File: config.mk
export PLATFORM = sky130hd
export DESIGN_NAME = mem_dump_ctrl
export DESIGN_NICKNAME = d
export VERILOG_FILES = /design/src/rtl/mem_dump_ctrl.sv
export SDC_FILE = /design/constraint.sdc
export NUM_CORES = 1
export LEC_CHECK = 0
export ABC_AREA = 1
export CAP_MARGIN = 0
export CORE_ASPECT_RATIO = 0.7
export CORE_MARGIN = 10
export CORE_UTILIZATION = 41
export CTS_BUF_LIST = sky130_fd_sc_hd__clkbuf_4 sky130_fd_sc_hd__clkbuf_8
export DETAILED_ROUTE_END_ITERATION = 8
export GPL_ROUTABILITY_DRIVEN = 1
export PLACE_DENSITY = 0.7
export SLEW_MARGIN = 0
export SYNTH_ARGS = -nofsm -noshare
export SYNTH_HDL_FRONTEND = slang
export SYNTH_SLANG_ARGS = --single-unit
export TNS_END_PERCENT = 30
File: constraint.sdc
create_clock -name clk -period 1.5 [get_ports clk]
set_input_delay 0.3 -clock clk [delete_from_list [all_inputs] [get_ports clk]]
set_output_delay 0.3 -clock clk [all_outputs]
set_load 0.005 [all_outputs]
File: src/rtl/mem_dump_ctrl.sv
// Dumps a contiguous data-memory region over a valid/ready port while holding the CPU halted.
// Optional build macro MEM_DUMP_CHECKSUM_EN adds a running checksum of the words that were accepted.
module mem_dump_ctrl #(
  parameter int ADDR_W = 16,
  parameter int DATA_W = 16,
  parameter int RD_LAT = 1
) (
  input  logic              clk,
  input  logic              reset,
  input  logic              start,
  input  logic              abort,
  input  logic [ADDR_W-1:0] start_addr,
  input  logic [ADDR_W-1:0] end_addr,
  output logic              cpu_halt_req,
  input  logic              cpu_halted,
  output logic              mem_rd_en,
  output logic [ADDR_W-1:0] mem_addr,
  input  logic [DATA_W-1:0] mem_rd_data,
  output logic              dump_valid,
  input  logic              dump_ready,
  output logic [ADDR_W-1:0] dump_addr,
  output logic [DATA_W-1:0] dump_data,
  output logic              busy,
  output logic              done
`ifdef MEM_DUMP_CHECKSUM_EN
  ,
  output logic [DATA_W-1:0] checksum
`endif
);

  // state   | meaning
  // IDLE    | waiting for start; the memory port is not in use
  // HALT    | CPU halt requested; waiting for cpu_halted
  // READ    | one-cycle read strobe at the address counter
  // WAIT    | counting down the memory read latency
  // PRESENT | word held on dump_* until the consumer takes it
  // DONE    | one-cycle done pulse; halt request released afterwards
  typedef enum logic [2:0] {IDLE, HALT, READ, WAIT, PRESENT, DONE} stateT;

  localparam logic [2:0] LAT_LOAD = 3'(RD_LAT - 1);

  stateT             state;
  logic [ADDR_W-1:0] addrCnt;
  logic [ADDR_W-1:0] endReg;
  logic [2:0]        latCnt;

  always_ff @(posedge clk or negedge reset) begin
    if (!reset) begin
      state        <= IDLE;
      addrCnt      <= '0;
      endReg       <= '0;
      latCnt       <= '0;
      cpu_halt_req <= 1'b0;
      mem_rd_en    <= 1'b0;
      mem_addr     <= '0;
      dump_valid   <= 1'b0;
      dump_addr    <= '0;
      dump_data    <= '0;
      busy         <= 1'b0;
      done         <= 1'b0;
`ifdef MEM_DUMP_CHECKSUM_EN
      checksum     <= '0;
`endif
    end else if (abort && state != IDLE) begin
      // Abort drops any in-flight read; the checksum keeps its partial value.
      state        <= IDLE;
      cpu_halt_req <= 1'b0;
      mem_rd_en    <= 1'b0;
      dump_valid   <= 1'b0;
      busy         <= 1'b0;
      done         <= 1'b0;
    end else begin
      case (state)
        IDLE: begin
          if (start && !abort) begin
            addrCnt      <= start_addr;
            endReg       <= end_addr;
            cpu_halt_req <= 1'b1;
            busy         <= 1'b1;
            state        <= HALT;
`ifdef MEM_DUMP_CHECKSUM_EN
            checksum     <= '0;
`endif
          end
        end
        HALT: begin
          if (cpu_halted) begin
            mem_rd_en <= 1'b1;
            mem_addr  <= addrCnt;
            state     <= READ;
          end
        end
        READ: begin
          mem_rd_en <= 1'b0;
          latCnt    <= LAT_LOAD;
          state     <= WAIT;
        end
        WAIT: begin
          if (latCnt == 3'd0) begin
            dump_data  <= mem_rd_data;
            dump_addr  <= addrCnt;
            dump_valid <= 1'b1;
            state      <= PRESENT;
          end else begin
            latCnt <= latCnt - 3'd1;
          end
        end
        PRESENT: begin
          if (dump_ready) begin
            dump_valid <= 1'b0;
`ifdef MEM_DUMP_CHECKSUM_EN
            checksum   <= checksum + dump_data;
`endif
            if (addrCnt == endReg) begin
              done  <= 1'b1;
              state <= DONE;
            end else begin
              // Counter wraps naturally, so start_addr > end_addr walks through zero.
              addrCnt   <= addrCnt + 1'b1;
              mem_addr  <= addrCnt + 1'b1;
              mem_rd_en <= 1'b1;
              state     <= READ;
            end
          end
        end
        DONE: begin
          done         <= 1'b0;
          cpu_halt_req <= 1'b0;
          busy         <= 1'b0;
          state        <= IDLE;
        end
        default: state <= IDLE;
      endcase
    end
  end

endmodule

==> flow_metrics.py <==
metrics = {
    "outcome": {
        "status": "finished with violations",
        "violations": "negative setup slack",
    },
    "clock_network": {
        "cts_tree": "built",
        "clock-sinks": 90,
        "clock_path_buffers": 2,
        "clkLatencyLatePin_ns": 0.38,
        "htree_levels": 3,
        "cts_buffers": 9,
        "clk_pin_slew_ns": 0.09,
        "cts_root_buf": "clkbuf_8",
    },
    "floorplanning": {
        "pin_count": 107,
        "die_x_um": 149,
        "design.core.area_mm2": 0.0112,
        "rows": 32,
        "initial_core_util": 0.424,
        "die_h_um": 110,
        "dieArea_mm2": 0.0163,
    },
    "pwr": {
        "p_sw_mw": 5.15,
        "intPower_mw": 7.40,
        "clkPwrFrac": 0.125,
        "sequentialPowerShare": 0.342,
        "combinationalPowerShare": 0.533,
        "p_per_area_mw_per_mm2": 1710,
        "ir_worst_vdd_uv": 894,
        "total_leakage_power_nw": 3.88,
        "swShare": 0.411,
    },
    "drt": {
        "via_per_inst": 5.05,
        "vias": 4874,
        "wl_mm": 16.4,
        "drtIter0Drc": 343,
        "route.detailed.wl_per_inst_um": 17.0,
        "drc": 0,
        "antenna_left": 0,
        "first_pass_iters": 4,
    },
    "logic_synthesis": {
        "ys.warnings.count": 0,
        "yosys.area.top_type": "dfrtp_1",
        "synth-main-ff-cell": "dfrtp_1",
        "yosysSeqAreaShare": 0.475,
        "ys_ff_latch": 90,
        "synthArstFlopShare": 1.00,
        "synthesis.nets": 665,
        "yosys-top-cells-count": "nand2_1 (222), dfrtp_1 (90), inv_1 (44), nor2_1 (43), nand4_1 (41)",
        "avgSynthCellArea_um2": 7.80,
        "synth.top_cell.area_share": 0.475,
        "synth_edf_count": 0,
        "yosysUniqueCellTypes": 29,
        "syn_area_mm2": 0.00474,
        "ys_top_cells_by_area": "dfrtp_1 (48%), nand2_1 (18%), nand4_1 (5.4%), o21ai_0 (3.9%), inv_1 (3.5%)",
        "synth.most_common_cell": "nand2_1",
        "syn_inst": 608,
    },
    "global_route": {
        "antenna_found_initial": 0,
        "grt_pass1_vias": 4788,
        "grt_max_degree": 40,
        "grt_pass1_wl_mm": 26.1,
        "grt_use_total": 0.202,
        "gr-total-overflow": 0,
    },
    "setup_path": {
        "crit_fanout": 10,
        "crit_type": "flop to flop",
        "rrSetupSlack_ns": -0.18,
        "setup.worst_path.start_class": "flop",
        "reg2reg_to": "mem_addr[15]",
        "worstPathCellList": "nand2_1, nand2_1, nor2_1, nand2_1, nor2_4, nand3_4, buf_12, buf_12, nand4_1, nand2_1",
        "end_kind": "flop",
        "slowest_stage": "dfrtp_2",
        "cp.required_ns": 1.76,
        "arrival_ns": 1.94,
        "r2r_start": "addrCnt[1]",
        "worst_path_largest_cell_delay_ns": 0.46,
        "crit_top_cell": "nand2_1",
        "crit_end": "mem_addr[15]",
        "rr_worst_depth": 10,
        "crit_path_start": "addrCnt[1]",
    },
    "timing": {
        "fmax_mhz": 596,
        "hold-worst-slack_ns": 0.312,
        "rsz0062_at_grt": "yes",
        "final-setup-viol-count": 72,
        "setup_ws_ns": -0.178,
        "timing.final.hold_violations": 0,
        "period_needed_ns": 1.68,
        "slew_headroom": 0.781,
        "period_share": 1.12,
        "finalClockSkew_ns": 0.00463,
        "drv_slew": 0,
        "tightest_slew_ns": 0.326,
    },
    "hold_path": {
        "hold_path_class": "primary input to async pin",
    },
    "cells_and_area": {
        "drive_above_1_share": 0.283,
        "area_delta_synth_final_pct": 54.9,
        "diodes": 0,
        "finish.utilization": 0.658,
        "final_nets": 864,
    },
    "run": {
        "drv_cap": 0,
    },
    "placed_design": {
        "gp_congestion": 0.891,
        "dp_hpwl_mm": 11.6,
        "io_buffers": 106,
    },
}
[worst max-delay path: cells and delay by family, from the launching register on]
kind / cells / cell delay [ns]
and+or+nand+nor: 8 / 0.80
buffers and inverters: 2 / 0.30
DFF: 1 / 0.46
[routing by layer]
metal | wire length [um] | global-route usage | vias up | share of wire
li1 | - | - | 2384 | -
met1 | 7930 | 0.290 | 2270 | 0.48
met2 | 6620 | 0.285 | 193 | 0.40
met3 | 1480 | 0.0591 | 27 | 0.090
met4 | 354 | 0.0592 | 0 | 0.022
met5 | 0 | 0 | - | 0
[per-stage QoR]
step	setup slack, ns	std cells	power (mW)	TNS, ns	cell area, um2
4_1_cts	-0.205	958	12.3	-9.45	7130
3_3_place_gp	-0.227	919	10.2	-14.26	6510
6_report	-0.178	965	12.5	-8.72	7350
2_1_floorplan	0.00327	608	7.12	0	4750
3_5_place_dp	-0.306	919	10.4	-16.37	6510
5_1_grt	-0.264	965	13.6	-16.04	7350
[area by class of cell]
| type | count | area (um2) |
|---|---|---|
| tap | 153 | 191 |
| fill | 954 | 3820 |
| clock inverter | 6 | 42.5 |
| clock buffer | 10 | 131 |
| sequential | 90 | 2260 |
| inverter | 57 | 214 |
| timing repair buffer | 215 | 2180 |
| multi-input combinational | 434 | 2330 |
[how the worst min path moves through the flow]
stage / from / endpoint / slack, ns / cells after the start
floorplan: reset / addrCnt[0] / 0.004 / 0
global placement: reset / dump_data[1] / 0.17 / 1
CTS: reset / dump_data[1] / 0.31 / 2
finish: reset / dump_data[1] / 0.31 / 2
global route: reset / dump_data[14] / 0.33 / 2
detailed placement: reset / dump_data[1] / 0.17 / 1
[placed cells by master, fill, tap and decap left out, types with 14 or more instances in the layout]
cell type          n
nand2_1          205
dfrtp_1           83
buf_4             75
dlygate4sd2_1     53
clkdlybuf4s50_1   52
nand4_1           41
inv_1             38
nor2_1            35
nand2_2           23
a21oi_1           21
nand3_1           21
inv_2             19
o21ai_0           18
mux2_2            14
buf_12            14
[cell families (layout without fill, tap and decap cells)]
| family | count (synthesis) | count (layout) | share of synthesized area |
|---|---|---|---|
| AND/OR/NAND/NOR | 347 | 349 | 0.322 |
| flip-flops | 90 | 90 | 0.475 |
| XOR/XNOR | 2 | 2 | 0.00370 |
| buffers and inverters | 86 | 288 | 0.0808 |
| adder cells (fa/ha/maj) | 3 | 3 | 0.00792 |
| multiplexers | 18 | 18 | 0.0428 |
| AO/OA/AOI/OAI | 62 | 62 | 0.0678 |
[what timing repair did]
action                     4_1_cts  5_1_grt
gates resized for setup        122       40
setup endpoints to repair      124       88
hold buffers                     1        0
cloned                           7        2
pin swaps                        6       15
hold endpoints to repair        13        0
setup buffers                   15        5
[flip-flops by register name, indices dropped and copies added, names as in the netlist]
| register | count |
|---|---|
| state | 3 |
| latCnt | 3 |
| mem_rd_en | 1 |
| endReg | 16 |
| dump_valid | 1 |
| dump_addr | 16 |
| addrCnt | 16 |
| busy | 1 |
| done | 1 |
| mem_addr | 16 |
| dump_data | 16 |
[power groups by stage]
stage	clock network, mW	logic [mW]	registers, mW
after floorplan	0	2.91	4.21
after global placement	0	5.98	4.22
after detailed placement	0	6.14	4.27
after CTS	1.61	6.40	4.25
after global routing	1.72	7.42	4.43
final	1.56	6.69	4.29
(Power assumes the default switching activity.)
